--- config.mk ---
export PLATFORM = sky130hd
export DESIGN_NAME = lcd_port_driver_flat
export DESIGN_NICKNAME = d
export VERILOG_FILES = /design/src/rtl/lcd_port_if.sv /design/src/rtl/lcd_port_driver.sv /design/src/flat_wrapper.sv
export SDC_FILE = /design/constraint.sdc
export NUM_CORES = 1
export LEC_CHECK = 0
export BUFFER_PORTS_ARGS = -buffer_cell sky130_fd_sc_hd__buf_2
export CAP_MARGIN = 20
export CORE_ASPECT_RATIO = 0.7
export CORE_MARGIN = 5
export CORE_UTILIZATION = 40
export DETAILED_ROUTE_END_ITERATION = 6
export PLACE_DENSITY = 0.63
export SYNTH_ARGS = -nofsm -noshare
export SYNTH_HDL_FRONTEND = slang
export SYNTH_SLANG_ARGS = --single-unit
--- constraint.sdc ---
create_clock -name clk_i -period 4.1 [get_ports clk_i]
set_input_delay 0.82 -clock clk_i [delete_from_list [all_inputs] [get_ports clk_i]]
set_output_delay 0.82 -clock clk_i [all_outputs]
set_load 0.05 [all_outputs]
--- src/rtl/lcd_port_if.sv ---
// LCD port bundle: the LSU-side LCD register word plus every pin-side
// signal driven by lcd_port_driver. The master drives io_lcd (the LSU,
// or the bench); the slave is the driver that produces the pin levels.
interface lcd_port_if;
    logic [31:0] io_lcd;
    logic [7:0]  lcd_data_o;
    logic        lcd_rs_o;
    logic        lcd_rw_o;
    logic        lcd_en_o;
    logic        lcd_on_o;
    logic        lcd_busy_o;
    logic        lcd_ack_o;

    modport master (
        output io_lcd,
        input  lcd_data_o,
        input  lcd_rs_o,
        input  lcd_rw_o,
        input  lcd_en_o,
        input  lcd_on_o,
        input  lcd_busy_o,
        input  lcd_ack_o
    );

    modport slave (
        input  io_lcd,
        output lcd_data_o,
        output lcd_rs_o,
        output lcd_rw_o,
        output lcd_en_o,
        output lcd_on_o,
        output lcd_busy_o,
        output lcd_ack_o
    );
endinterface

--- src/rtl/lcd_port_driver.sv ---
// HD44780-style character LCD bus-cycle timer.
// Software writes one word to io_lcd and toggles REQ (bit 9). This block
// latches RS/DATA, then runs a complete write cycle: address setup, EN
// pulse, hold, and the command execution wait. Clear/home commands get the
// long execution wait. lcd_ack_o toggles once when each cycle completes.
module lcd_port_driver #(
    parameter int SETUP_CYC = 4,
    parameter int PULSE_CYC = 16,
    parameter int HOLD_CYC  = 2,
    parameter int EXEC_CYC  = 2000,
    parameter int LONG_CYC  = 80000
) (
    input  logic       clk_i,
    input  logic       rst_ni,
    lcd_port_if.slave  bus
);

    localparam int MAX_SP  = (SETUP_CYC > PULSE_CYC) ? SETUP_CYC : PULSE_CYC;
    localparam int MAX_HE  = (HOLD_CYC > EXEC_CYC) ? HOLD_CYC : EXEC_CYC;
    localparam int MAX_SPHE = (MAX_SP > MAX_HE) ? MAX_SP : MAX_HE;
    localparam int MAX_CYC = (MAX_SPHE > LONG_CYC) ? MAX_SPHE : LONG_CYC;
    localparam int CNT_W   = $clog2(MAX_CYC) + 1;

    localparam logic [CNT_W-1:0] SETUP_LD = CNT_W'(SETUP_CYC - 1);
    localparam logic [CNT_W-1:0] PULSE_LD = CNT_W'(PULSE_CYC - 1);
    localparam logic [CNT_W-1:0] HOLD_LD  = CNT_W'(HOLD_CYC - 1);
    localparam logic [CNT_W-1:0] EXEC_LD  = CNT_W'(EXEC_CYC - 1);
    localparam logic [CNT_W-1:0] LONG_LD  = CNT_W'(LONG_CYC - 1);
    localparam logic [CNT_W-1:0] CNT_ZERO = {CNT_W{1'b0}};
    localparam logic [CNT_W-1:0] CNT_ONE  = CNT_W'(1);

    typedef enum logic [2:0] {
        ST_IDLE  = 3'd0,
        ST_SETUP = 3'd1,
        ST_PULSE = 3'd2,
        ST_HOLD  = 3'd3,
        ST_WAIT  = 3'd4
    } state_e;

    // Clear display (0x01) and return home (0x02/0x03) need the long wait.
    function automatic logic is_long_cmd(input logic rs, input logic [7:0] data);
        is_long_cmd = (rs == 1'b0) && (data >= 8'h01) && (data <= 8'h03);
    endfunction

    state_e           state_q, state_d;
    logic [CNT_W-1:0] cnt_q, cnt_d;
    logic             req_seen_q, req_seen_d;
    logic [7:0]       data_q, data_d;
    logic             rs_q, rs_d;
    logic             en_q, en_d;
    logic             busy_q, busy_d;
    logic             ack_q, ack_d;
    logic             on_q;
    logic             req_pending_s;
    logic             unused_bits_s;

    assign req_pending_s = (bus.io_lcd[9] != req_seen_q);

    // Register bits 30:10 carry nothing for this block.
    assign unused_bits_s = ^bus.io_lcd[30:10];

    // Next-state logic: sequence the write cycle and compute pin levels.
    always_comb begin
        state_d    = state_q;
        cnt_d      = cnt_q;
        req_seen_d = req_seen_q;
        data_d     = data_q;
        rs_d       = rs_q;
        busy_d     = busy_q;
        ack_d      = ack_q;
        en_d       = 1'b0;

        case (state_q)
            ST_IDLE: begin
                if (req_pending_s) begin
                    req_seen_d = bus.io_lcd[9];
                    rs_d       = bus.io_lcd[8];
                    data_d     = bus.io_lcd[7:0];
                    busy_d     = 1'b1;
                    cnt_d      = SETUP_LD;
                    state_d    = ST_SETUP;
                end else begin
                    cnt_d      = CNT_ZERO;
                end
            end
            ST_SETUP: begin
                if (cnt_q == CNT_ZERO) begin
                    cnt_d   = PULSE_LD;
                    state_d = ST_PULSE;
                end else begin
                    cnt_d   = cnt_q - CNT_ONE;
                end
            end
            ST_PULSE: begin
                if (cnt_q == CNT_ZERO) begin
                    cnt_d   = HOLD_LD;
                    state_d = ST_HOLD;
                end else begin
                    cnt_d   = cnt_q - CNT_ONE;
                end
            end
            ST_HOLD: begin
                if (cnt_q == CNT_ZERO) begin
                    cnt_d   = is_long_cmd(rs_q, data_q) ? LONG_LD : EXEC_LD;
                    state_d = ST_WAIT;
                end else begin
                    cnt_d   = cnt_q - CNT_ONE;
                end
            end
            ST_WAIT: begin
                if (cnt_q == CNT_ZERO) begin
                    busy_d  = 1'b0;
                    ack_d   = ~ack_q;
                    state_d = ST_IDLE;
                end else begin
                    cnt_d   = cnt_q - CNT_ONE;
                end
            end
            default: begin
                cnt_d   = CNT_ZERO;
                busy_d  = 1'b0;
                state_d = ST_IDLE;
            end
        endcase

        // EN is registered from the next state so it is high exactly while in PULSE.
        if (state_d == ST_PULSE) begin
            en_d = 1'b1;
        end else begin
            en_d = 1'b0;
        end
    end

    // State, counter and pin registers with synchronous active-low reset.
    always_ff @(posedge clk_i) begin
        if (!rst_ni) begin
            state_q    <= ST_IDLE;
            cnt_q      <= CNT_ZERO;
            req_seen_q <= 1'b0;
            data_q     <= 8'h00;
            rs_q       <= 1'b0;
            en_q       <= 1'b0;
            busy_q     <= 1'b0;
            ack_q      <= 1'b0;
        end else begin
            state_q    <= state_d;
            cnt_q      <= cnt_d;
            req_seen_q <= req_seen_d;
            data_q     <= data_d;
            rs_q       <= rs_d;
            en_q       <= en_d;
            busy_q     <= busy_d;
            ack_q      <= ack_d;
        end
    end

    // Power/backlight follows register bit 31 every cycle, regardless of the FSM.
    always_ff @(posedge clk_i) begin
        if (!rst_ni) begin
            on_q <= 1'b0;
        end else begin
            on_q <= bus.io_lcd[31];
        end
    end

    assign bus.lcd_data_o = data_q;
    assign bus.lcd_rs_o   = rs_q;
    assign bus.lcd_rw_o   = 1'b0;
    assign bus.lcd_en_o   = en_q;
    assign bus.lcd_on_o   = on_q;
    assign bus.lcd_busy_o = busy_q;
    assign bus.lcd_ack_o  = ack_q;

endmodule
--- src/flat_wrapper.sv ---
// flat-port wrapper written by rule: the top's interface ports become plain ports
module lcd_port_driver_flat 
#(
    parameter int SETUP_CYC = 4,
    parameter int PULSE_CYC = 16,
    parameter int HOLD_CYC  = 2,
    parameter int EXEC_CYC  = 2000,
    parameter int LONG_CYC  = 80000
)
  (clk_i, rst_ni, bus_io_lcd, bus_lcd_data_o, bus_lcd_rs_o, bus_lcd_rw_o, bus_lcd_en_o, bus_lcd_on_o, bus_lcd_busy_o, bus_lcd_ack_o);
  lcd_port_if bus_i ();
  input  logic clk_i;
  input  logic rst_ni;
  input wire logic [$bits(bus_i.io_lcd)-1:0] bus_io_lcd;
  output wire logic [$bits(bus_i.lcd_data_o)-1:0] bus_lcd_data_o;
  output wire logic [$bits(bus_i.lcd_rs_o)-1:0] bus_lcd_rs_o;
  output wire logic [$bits(bus_i.lcd_rw_o)-1:0] bus_lcd_rw_o;
  output wire logic [$bits(bus_i.lcd_en_o)-1:0] bus_lcd_en_o;
  output wire logic [$bits(bus_i.lcd_on_o)-1:0] bus_lcd_on_o;
  output wire logic [$bits(bus_i.lcd_busy_o)-1:0] bus_lcd_busy_o;
  output wire logic [$bits(bus_i.lcd_ack_o)-1:0] bus_lcd_ack_o;
  assign bus_i.io_lcd = bus_io_lcd;
  assign bus_lcd_data_o = bus_i.lcd_data_o;
  assign bus_lcd_rs_o = bus_i.lcd_rs_o;
  assign bus_lcd_rw_o = bus_i.lcd_rw_o;
  assign bus_lcd_en_o = bus_i.lcd_en_o;
  assign bus_lcd_on_o = bus_i.lcd_on_o;
  assign bus_lcd_busy_o = bus_i.lcd_busy_o;
  assign bus_lcd_ack_o = bus_i.lcd_ack_o;
  lcd_port_driver #(.SETUP_CYC(SETUP_CYC), .PULSE_CYC(PULSE_CYC), .HOLD_CYC(HOLD_CYC), .EXEC_CYC(EXEC_CYC), .LONG_CYC(LONG_CYC)) u_core (.clk_i(clk_i), .rst_ni(rst_ni), .bus(bus_i));
endmodule
; After elaboration in Yosys (flattened, before gate mapping)
; Cells that the tools add are included.
[word_totals]
inputBits = 34
register_bits = 35
wordCells = 49
[classes]
n_addsub = 1
n_reduce_logical = 8
n_mux = 17
bitwise_logic = 3
n_eq_ne = 9
order_cmp = 2
[op_table]
columns = operator, count
row1 = 18-bit case mux with 5 select lines, 1
row2 = 18-bit 2-to-1 mux, 4
row3 = 18-bit logical NOT, 1
row4 = "18-bit by 1-bit subtractor with 18-bit output, second input constant", 1
row5 = 17-bit 2-to-1 mux, 1
row6 = 3-bit 2-to-1 mux, 5
row7 = 3-bit case mux with 5 select lines, 1
row8 = "3-bit by 2-bit equality test with 1-bit output, second input constant", 3
row9 = "8-bit by 1-bit >= comparator with 1-bit output, second input constant", 1
row10 = "8-bit by 2-bit <= comparator with 1-bit output, second input constant", 1
row11 = "2-bit by 1-bit inequality test with 1-bit output, second input constant", 2
row12 = 2-bit AND reduction, 2
row13 = "3-bit by 1-bit equality test with 1-bit output, second input constant", 1
row14 = "3-bit equality test, second input constant", 1
row15 = 3-bit logical NOT, 1
row16 = 1-bit 2-to-1 mux, 3
row17 = 1-bit NOT, 3
row18 = 1-bit case mux with 3 select lines, 1
row19 = 3-bit AND reduction, 1
row20 = 3-bit OR reduction, 1
row21 = 1-bit logical AND, 2
row22 = 2-bit 2-to-1 mux, 1
row23 = "2-bit inequality test, second input constant", 1
row24 = 1-bit inequality test, 1

; Longest topological paths before layout
; Gate-level depths: netlist (run 1).
[logic_depth]
depth_word = 6
ltp_mapped = 7
ltp_nobuf = 6

; Worst setup path after synthesis (run 1)
; Ideal clock, no wire load.
[synth_timing]
path_type = input-to-reg
startpoint = input port bus_io_lcd[9]
endpoint = register u_core.cnt_q[1]
t_required_ns = 3.985
slack_ns = 2.190
arrival_ns = 1.795
cell_stages = 5
setup_ns = 0.115
path_cell_list = xor2_1 nand2_1 buf_1 o31ai_1 o21a_1
[synth_between]
elab_chain_len = 3
[synth_lines]
columns = item, line
row1 = "start, declared", flat_wrapper.sv:14  ; input wire logic [$bits(bus_i.io_lcd)-1:0] bus_io_lcd;
row2 = 1-bit inequality test, lcd_port_driver.sv:57  ; assign req_pending_s = (bus.io_lcd[9] != req_seen_q);
row3 = 2-bit 2-to-1 mux, lcd_port_driver.sv:75  ; if (req_pending_s) begin
row4 = 18-bit case mux with 5 select lines, lcd_port_driver.sv:73  ; case (state_q)
row5 = "end signal, assigned", lcd_port_driver.sv:147  ; cnt_q <= cnt_d;
row6 = "end, declared", lcd_port_driver.sv:46  ; logic [CNT_W-1:0] cnt_q, cnt_d;
; Every way passes these cells.
; A chain may end at the register's enable or synchronous reset.

; Final worst setup path (run 1)
[layout_timing]
startpoint = register u_core.cnt_q[2]
endpoint = register u_core.cnt_q[5]
[layout_between]
elab_chain_len = 3
[layout_lines]
columns = item, line
row1 = 18-bit by 1-bit subtractor with 18-bit output / 18-bit logical NOT (equally long branches), -
row2 = "18-bit 2-to-1 mux, on equally long branches", -
row3 = 18-bit case mux with 5 select lines, lcd_port_driver.sv:73
; Parallel ways exist; a longest one is shown, timed or not. The select of a mux whose other input is x is not followed.

==> results of run 1 <==
synthesized netlist by cell type (all sizes together), types with 2 or more instances:
cell / n
nand3: 9
nor2b: 3
clkbuf: 2
ha: 2
and3: 3
a21oi: 5
or4: 4
a2111oi: 2
buf: 6
or3: 4
nor3: 5
o21ai: 5
inv: 3
and2: 2
nand2b: 4
nand2: 9
and3b: 2
xor2: 10
nand4: 2
a211oi: 4
dfxtp: 35
nor2: 26
xnor2: 6
mux2i: 11
o31ai: 3
o22ai: 3
nor4: 7
flip-flops by register name, indices dropped and copies added (netlist names):
register	cells
u_core.bus.lcd_rs_o	1
u_core.bus.lcd_busy_o	1
u_core.cnt_q	18
u_core.bus.lcd_ack_o	1
u_core.bus.lcd_en_o	1
u_core.req_seen_q	1
u_core.bus.lcd_on_o	1
u_core.bus.lcd_data_o	8
u_core.state_q	3
metal layers:
metal	track usage, %	up-vias
met1	21.08	680
li1	-	760
met2	19.47	28
met3	3.160	7
met5	0	-
met4	5.128	0
metrics by stage:
step | hold slack (ns) | cells
after global placement | 0.4974 | 266
after CTS | 0.5199 | 274
after global routing | 0.5381 | 274
after floorplan | 0.4807 | 194
after detailed placement | 0.5095 | 266
final | 0.5218 | 274
how the worst min path moves through the flow:
| stage | from | end | slack (ns) | cells after the start |
|---|---|---|---|---|
| 2_1_floorplan | u_core.req_seen_q | u_core.req_seen_q | 0.48 | 2 |
| 3_3_place_gp | u_core.req_seen_q | u_core.req_seen_q | 0.50 | 2 |
| 3_5_place_dp | u_core.req_seen_q | u_core.req_seen_q | 0.51 | 2 |
| 4_1_cts | u_core.cnt_q[11] | u_core.cnt_q[11] | 0.52 | 1 |
| 5_1_grt | u_core.cnt_q[11] | u_core.cnt_q[11] | 0.54 | 1 |
| 6_report | u_core.bus.lcd_data_o[4] | u_core.bus.lcd_data_o[4] | 0.52 | 2 |
final cells by class:
class / instances / area [µm²] / area share (%)
Multi-Input combinational cell: 148 / 1079 / 51.31
Clock inverter: 2 / 35.03 / 1.667
Tap cell: 55 / 68.82 / 3.274
Clock buffer: 6 / 82.58 / 3.929
Timing Repair Buffer: 25 / 125.1 / 5.952
Sequential cell: 35 / 700.7 / 33.33
Inverter: 3 / 11.26 / 0.5357
logic make-up (layout without fill, tap and decap cells):
logic type	count (synthesis)	count (layout)	synth area share [%]
xor gates and xnor gates	16	16	7.655
other	1	1	0.2049
muxes	11	11	6.015
and+or+nand+nor	84	84	28.78
AOI/OAI and AO/OA	34	34	14.90
buffers and inverters	11	36	2.803
DFF	35	35	38.28
adders and majority gates	2	2	1.367
critical path, stage by stage (launching register included):
cell     delay (ns)
dfxtp_1        0.38
nor4_4         0.46
and4b_1        0.47
a31oi_1        0.21
o31ai_4        0.36
o21ba_2        0.20
==> parameters.txt, run 1 <==
Parameter                              Value

Final layout
  Count of fill cells added during filler insertion ... 434
  Layout Nets ... 254
  Area grow syn2layout ... 14.83%
  Layout Cell Area excl Fill ... 0.002102 mm²
  # diodes ... 0
  Commonest cells after routing, fill and taps aside ... dfxtp_1 (35), nor2_1 (25), buf_2 (25)
  Layout cells sized above 1 ... 22.83%
  Core occupancy in the finished layout ... 48.00%
  Most common library cell in the layout ignoring fill and taps ... dfxtp_1

Min path
  Worst hold-check path type ... register to register

Setup path
  Type of the setup path with the least slack ... register to register
  Capturing point of the worst reg2reg path ... u_core.cnt_q[5]
  Arrival time at the worst endpoint ... 2.37 ns
  Required time of the critical path ... 4.29 ns
  Setup crit start ... u_core.cnt_q[2]
  CP Capture Point ... u_core.cnt_q[5]
  Launching element type of the critical path ... register
  Type of destination of the critical path ... register
  Maximum fanout along the worst path ... 7
  Number of cells on the worst reg-to-reg path ... 5
  Reg2reg setup slack ... 1.92 ns
  Source of the worst register-to-register timing path ... u_core.cnt_q[2]

Global route
  Wire length of the first global-routing pass ... 6727 µm
  Remaining global-route overflow ... 0
  Global-route usage over all layers ... 14.11%
  Number of antenna violations at the first check in global routing ... 0
  Number of global-route vias before repair ... 1342
  Pin count of the biggest net entering global routing ... 24

Clock network
  Later-pin clock latency in the skew report ... 0.29 ns
  H-tree lvl count ... 2
  CTS tree ... done
  Clock slew at the register clock pins of the worst setup and hold paths ... 0.07 ns
  Number of buffers added to fix hold violations after cts ... 0
  Number of sinks driven by the clock tree ... 35
  CTS-repair resized insts ... 0
  Post-CTS setup repair buffer count ... 0
  CTS Buf Count ... 5
  Clock tree buffer depth ... 2
  Cell chosen for the clock root ... clkbuf_8

Die
  Number of rows in the core area ... 20
  Die Y-Extent ... 66.60 µm
  Effective utilization at floorplan ... 41.80%
  Number of top-level pins ... 48
  Die Outline Area ... 0.006051 mm²
  Core area ... 0.004379 mm²
  Chip width ... 90.86 µm

STA
  Setup Skew ... 0.005420 ns
  Setup repair after global routing missed its margin ... false
  Min Tclk post-route ... 2.184 ns
  Finish-stage setup viols ... 0
  Transition time of the tightest slew-check pin ... 0.7752 ns
  Setup total negative slack ... 0 ns
  Final Hold Viols ... 0
  Fmax ... 457.9 MHz
  Post-route clock period utilization ... 53.26%
  Number of pins exceeding their max-slew limit in the final report ... 0
  Rel. slew slack ... 48.27%
  Minimum setup slack in the final design ... 1.916 ns

Routing
  Detailed Route Iter0 Violations ... 70
  Via-to-Cell Ratio ... 5.383
  Number of vias after detailed routing ... 1475
  Post-route DRC violation count ... 0
  Top routing layer in use ... met4
  Detail Route met3 WL ... 164 µm
  Average wire per cell in the routed design ... 14.85 µm
  DR WL met2 ... 1586 µm
  Total wirelength of the detailed-routed design ... 4069 µm
  Pre-Repair DR Iteration Count ... 4
  Post-DRT Antenna Nets ... 0
  WL met1 ... 2272 µm

Placement
  # port buffers ... 25
  Area after detailed placement ... 0.001984 mm²
  HPWL after detailed placement ... 3053 µm
  Last weighted congestion value of the routability-driven placer ... 0.8496
  Place WS ... 1.952 ns

Yosys
  Number of flip-flops and latches in the synthesized netlist ... 35
  Count of flip-flops with a built-in enable after synthesis ... 0
  Synth Net Count ... 230
  Netlist area before placement ... 0.001831 mm²
  Synth area leader ... dfxtp_1
  Warnings, synthesis ... 0
  Synth cell types ... 56
  Share of flip-flops with an asynchronous set or reset ... 0%
  Sequential area share after synthesis ... 38.28%
  Cell types with the largest area share after synthesis ... dfxtp_1 (38%), mux2i_1 (6.0%), nor2_1 (5.1%)
  Mean Syn Cell Area ... 9.436 µm²
  Top flip-flop cell by instance count after synthesis ... dfxtp_1
  Area share of the leading cell type in the synthesized netlist ... 38.28%
  Post-Synthesis Cells ... 194

Job
  Max-capacitance violation count ... 0

Outcome
  Outcome ... finished, final reports clean
Power of run 1 is not shown: default switching activity piles up to over one toggle a cycle in this logic, so the estimate is an artifact.
==> run 2, diff against run 1 <==
- ABC_AREA: not set -> 1
- PLACE_DENSITY: 0.63 -> 0.65
- clock period: 4.1 -> 1.9 ns (I/O delays scaled with it)
==> run 2 against run 1 <==
Core utilization up 0.64 points. Highest routed layer unchanged. Flip-flop and latch count unchanged. Clock-buffer cell count is 2 higher.
==> parameters.txt, run 2 <==
Parameter                              Value

Outcome
  Outcome ... finished, final reports clean

Placement
  Cell count after placement ... 345 (+30%)
  HPWL after detailed placement ... 3136 µm (+2.7%)
  Last weighted congestion value of the routability-driven placer ... 0.8867 (+4.4%)
  # port buffers ... 25 (unchanged)

Die
  Die Outline Area ... 0.006180 mm² (+2.1%)
  Die Y-Extent ... 67.29 µm (+1.0%)
  Number of top-level pins ... 48 (unchanged)
  Number of rows in the core area ... 20 (unchanged)
  Effective utilization at floorplan ... 42.34% (+0.54 points)
  Chip width ... 91.85 µm (+1.1%)
  Core area ... 0.004429 mm² (+1.1%)

Setup path
  Sequence of cells on the critical path ... inv_1 > ha_1 > nand3_2 > nor2_2 > nand3_1 > or2_0 > a21oi_1
  Worst-path cell with the longest stage delay ... dfxtp_1
  Arrival time at the worst endpoint ... 1.87 ns (-0.50 ns)
  Required time of the critical path ... 2.11 ns (-2.18 ns)
  Type of destination of the critical path ... register
  Type of the setup path with the least slack ... register to register
  Maximum fanout along the worst path ... 6 (-1)
  Slowest stage delay, CP ... 0.33 ns (-0.14 ns)
  Launching element type of the critical path ... register

Yosys
  Synth area leader ... dfxtp_1
  Top flip-flop cell by instance count after synthesis ... dfxtp_1
  Netlist area before placement ... 0.001876 mm² (+2.5%)
  Cell types with the largest area share after synthesis ... dfxtp_1 (37%), nand2_1 (10%), nor2_1 (9.8%)
  Top cells by count, synth ... nand2_1 (52), nor2_1 (49), dfxtp_1 (35)
  Sequential area share after synthesis ... 37.36% (-0.92 points)
  Count of flip-flops with a built-in enable after synthesis ... 0 (unchanged)
  Number of flip-flops and latches in the synthesized netlist ... 35 (unchanged)
  Mean Syn Cell Area ... 6.998 µm² (-26%)
  Most instantiated library cell after synthesis ... nand2_1
  Post-Synthesis Cells ... 268 (+38%)
  Synth Net Count ... 304 (+32%)
  Synth cell types ... 32 (-43%)
  Share of flip-flops with an asynchronous set or reset ... 0% (unchanged)
  Area share of the leading cell type in the synthesized netlist ... 37.36% (-0.92 points)
  Warnings, synthesis ... 0 (unchanged)

STA
  Rel. slew slack ... 64.30% (+16 points)
  Transition time of the tightest slew-check pin ... 0.5349 ns (-0.2402 ns)
  Fmax ... 602.4 MHz (+32%)
  Finish-stage setup viols ... 0 (unchanged)
  Setup total negative slack ... 0 ns (unchanged)
  Final Hold Viols ... 0 (unchanged)
  Min Tclk post-route ... 1.660 ns (-0.5237 ns)
  Smallest hold slack ... 0.2748 ns (-0.2470 ns)
  Number of pins exceeding their max-slew limit in the final report ... 0 (unchanged)
  Setup repair after global routing missed its margin ... false
  Post-route clock period utilization ... 87.37% (+34 points)
  Setup Skew ... 0.001601 ns (-0.003819 ns)

Routing
  Post-DRT Antenna Nets ... 0 (unchanged)
  Pre-Repair DR Iteration Count ... 4 (unchanged)
  Via-to-Cell Ratio ... 4.762 (-12%)
  Post-route DRC violation count ... 0 (unchanged)
  Detailed Route Iter0 Violations ... 117 (+67%)
  Number of vias after detailed routing ... 1681 (+14%)
  Total wirelength of the detailed-routed design ... 4124 µm (+1.4%)
  Average wire per cell in the routed design ... 11.68 µm (-21%)

Clock network
  Clock tree buffer depth ... 2 (unchanged)
  Later-pin clock latency in the skew report ... 0.28 ns (about the same)
  CTS tree ... done
  H-tree lvl count ... 2 (unchanged)
  CTS Buf Count ... 5 (unchanged)
  Number of buffers added to fix hold violations after cts ... 0 (unchanged)
  Number of sinks driven by the clock tree ... 35 (unchanged)
  Cell chosen for the clock root ... clkbuf_8
  Clock slew at the register clock pins of the worst setup and hold paths ... 0.07 ns (about the same)

Final layout
  Count of fill cells added during filler insertion ... 460 (+6.0%)
  Final Instance Count excl. Fillers ... 353 (+29%)
  Flip-flop count of the largest register after layout ... 18 (unchanged)
  Layout Nets ... 333 (+31%)
  Area grow syn2layout ... 14.88% (about the same)
  Most common library cell in the layout ignoring fill and taps ... nand2_1
  Layout cells sized above 1 ... 19.46% (-3.4 points)
  # diodes ... 0 (unchanged)
  Commonest cells after routing, fill and taps aside ... nand2_1 (52), nor2_1 (49), dfxtp_1 (35)
  Biggest register ... u_core.cnt_q

Global route
  Wire length of the first global-routing pass ... 7224 µm (+7.4%)
  Remaining global-route overflow ... 0 (unchanged)
  Number of antenna violations at the first check in global routing ... 0 (unchanged)
  Pin count of the biggest net entering global routing ... 18 (-25%)
  Number of global-route vias before repair ... 1581 (+18%)
  Global-route usage over all layers ... 14.89% (+0.78 points)

Job
  Max-capacitance violation count ... 0 (unchanged)

Min path
  Worst hold-check path type ... primary input to register
run 2: changes by cell type in the layout (fill, tap and decap cells not counted), moves of 4 or more:
cell	previous run	this run
nand2_1	8	52
inv_1	3	30
nor2_1	25	49
a21oi_1	5	17
mux2i_1	11	0
o21ai_0	5	15
nand3_1	8	14
nor2_2	1	7
nand2b_1	4	0
nand3_2	0	4
nor4_1	4	0
run 2: final cells by class:
cell class | count | area (µm²) | share of cell area, %
well taps | 55 | 68.82 | 3.194
inverters | 31 | 116.4 | 5.401
multi-input cells | 197 | 1028 | 47.74
clock buffers | 8 | 100.1 | 4.646
flip-flops and latches | 35 | 700.7 | 32.52
repair buffers | 27 | 140.1 | 6.504
run 2: worst max-delay path, delay by kind of cell (launching register included):
family / cells / cell delay [ns]
adder cells (fa/ha/maj): 1 / 0.20
AND/OR/NAND/NOR: 4 / 0.80
flip-flops: 1 / 0.33
buffers and inverters: 1 / 0.13
AO/OA/AOI/OAI: 1 / 0.12
run 2: final timing paths:
path	start	endpoint	slack (ns)	cells after the start
min	bus_io_lcd[31]	u_core.bus.lcd_on_o	0.27	3
min reg2reg	u_core.bus.lcd_busy_o	u_core.bus.lcd_busy_o	0.47	2
max reg2reg	u_core.cnt_q[0]	u_core.bus.lcd_ack_o	0.24	7
max	u_core.cnt_q[0]	u_core.bus.lcd_ack_o	0.24	7
run 2: through the flow:
step           util, %  setup WS (ns)  instance area (µm²)
6_report         48.64         0.2400                 2155
5_1_grt          48.64        0.03733                 2155
4_1_cts          48.53         0.2031                 2150
3_5_place_dp     46.27         0.2170                 2049
3_3_place_gp     46.27         0.2196                 2049
2_1_floorplan        -         0.4346                 1876
run 2: repair_timing:
| action | in CTS | in global routing |
|---|---|---|
| resized for setup | 0 | 1 |
| setup buffers | 0 | 0 |
| hold endpoints to repair | 0 | 0 |
| endpoints found under the setup margin | 0 | 1 |
run 2: layer usage:
| metal | global-route usage, % | vias to the layer above | part of all wire, % |
|---|---|---|---|
| met5 | 0 | - | 0 |
| met4 | 6.111 | 0 | 1.4 |
| met3 | 3.786 | 5 | 4.8 |
| met2 | 21.45 | 31 | 39 |
| met1 | 21.10 | 743 | 55 |
| li1 | - | 902 | - |
run 2: kinds of logic (layout without fill, tap and decap cells):
logic type / Yosys count / count (layout) / synth area share [%]
adders and majority gates: 2 / 2 / 1.334
xor gates and xnor gates: 13 / 13 / 6.071
and+or+nand+nor: 143 / 143 / 35.49
DFF: 35 / 35 / 37.36
buffers and inverters: 36 / 66 / 8.071
other: 1 / 1 / 0.1999
AOI/OAI and AO/OA: 38 / 38 / 11.47
Power of run 2 is left out for the same reason.
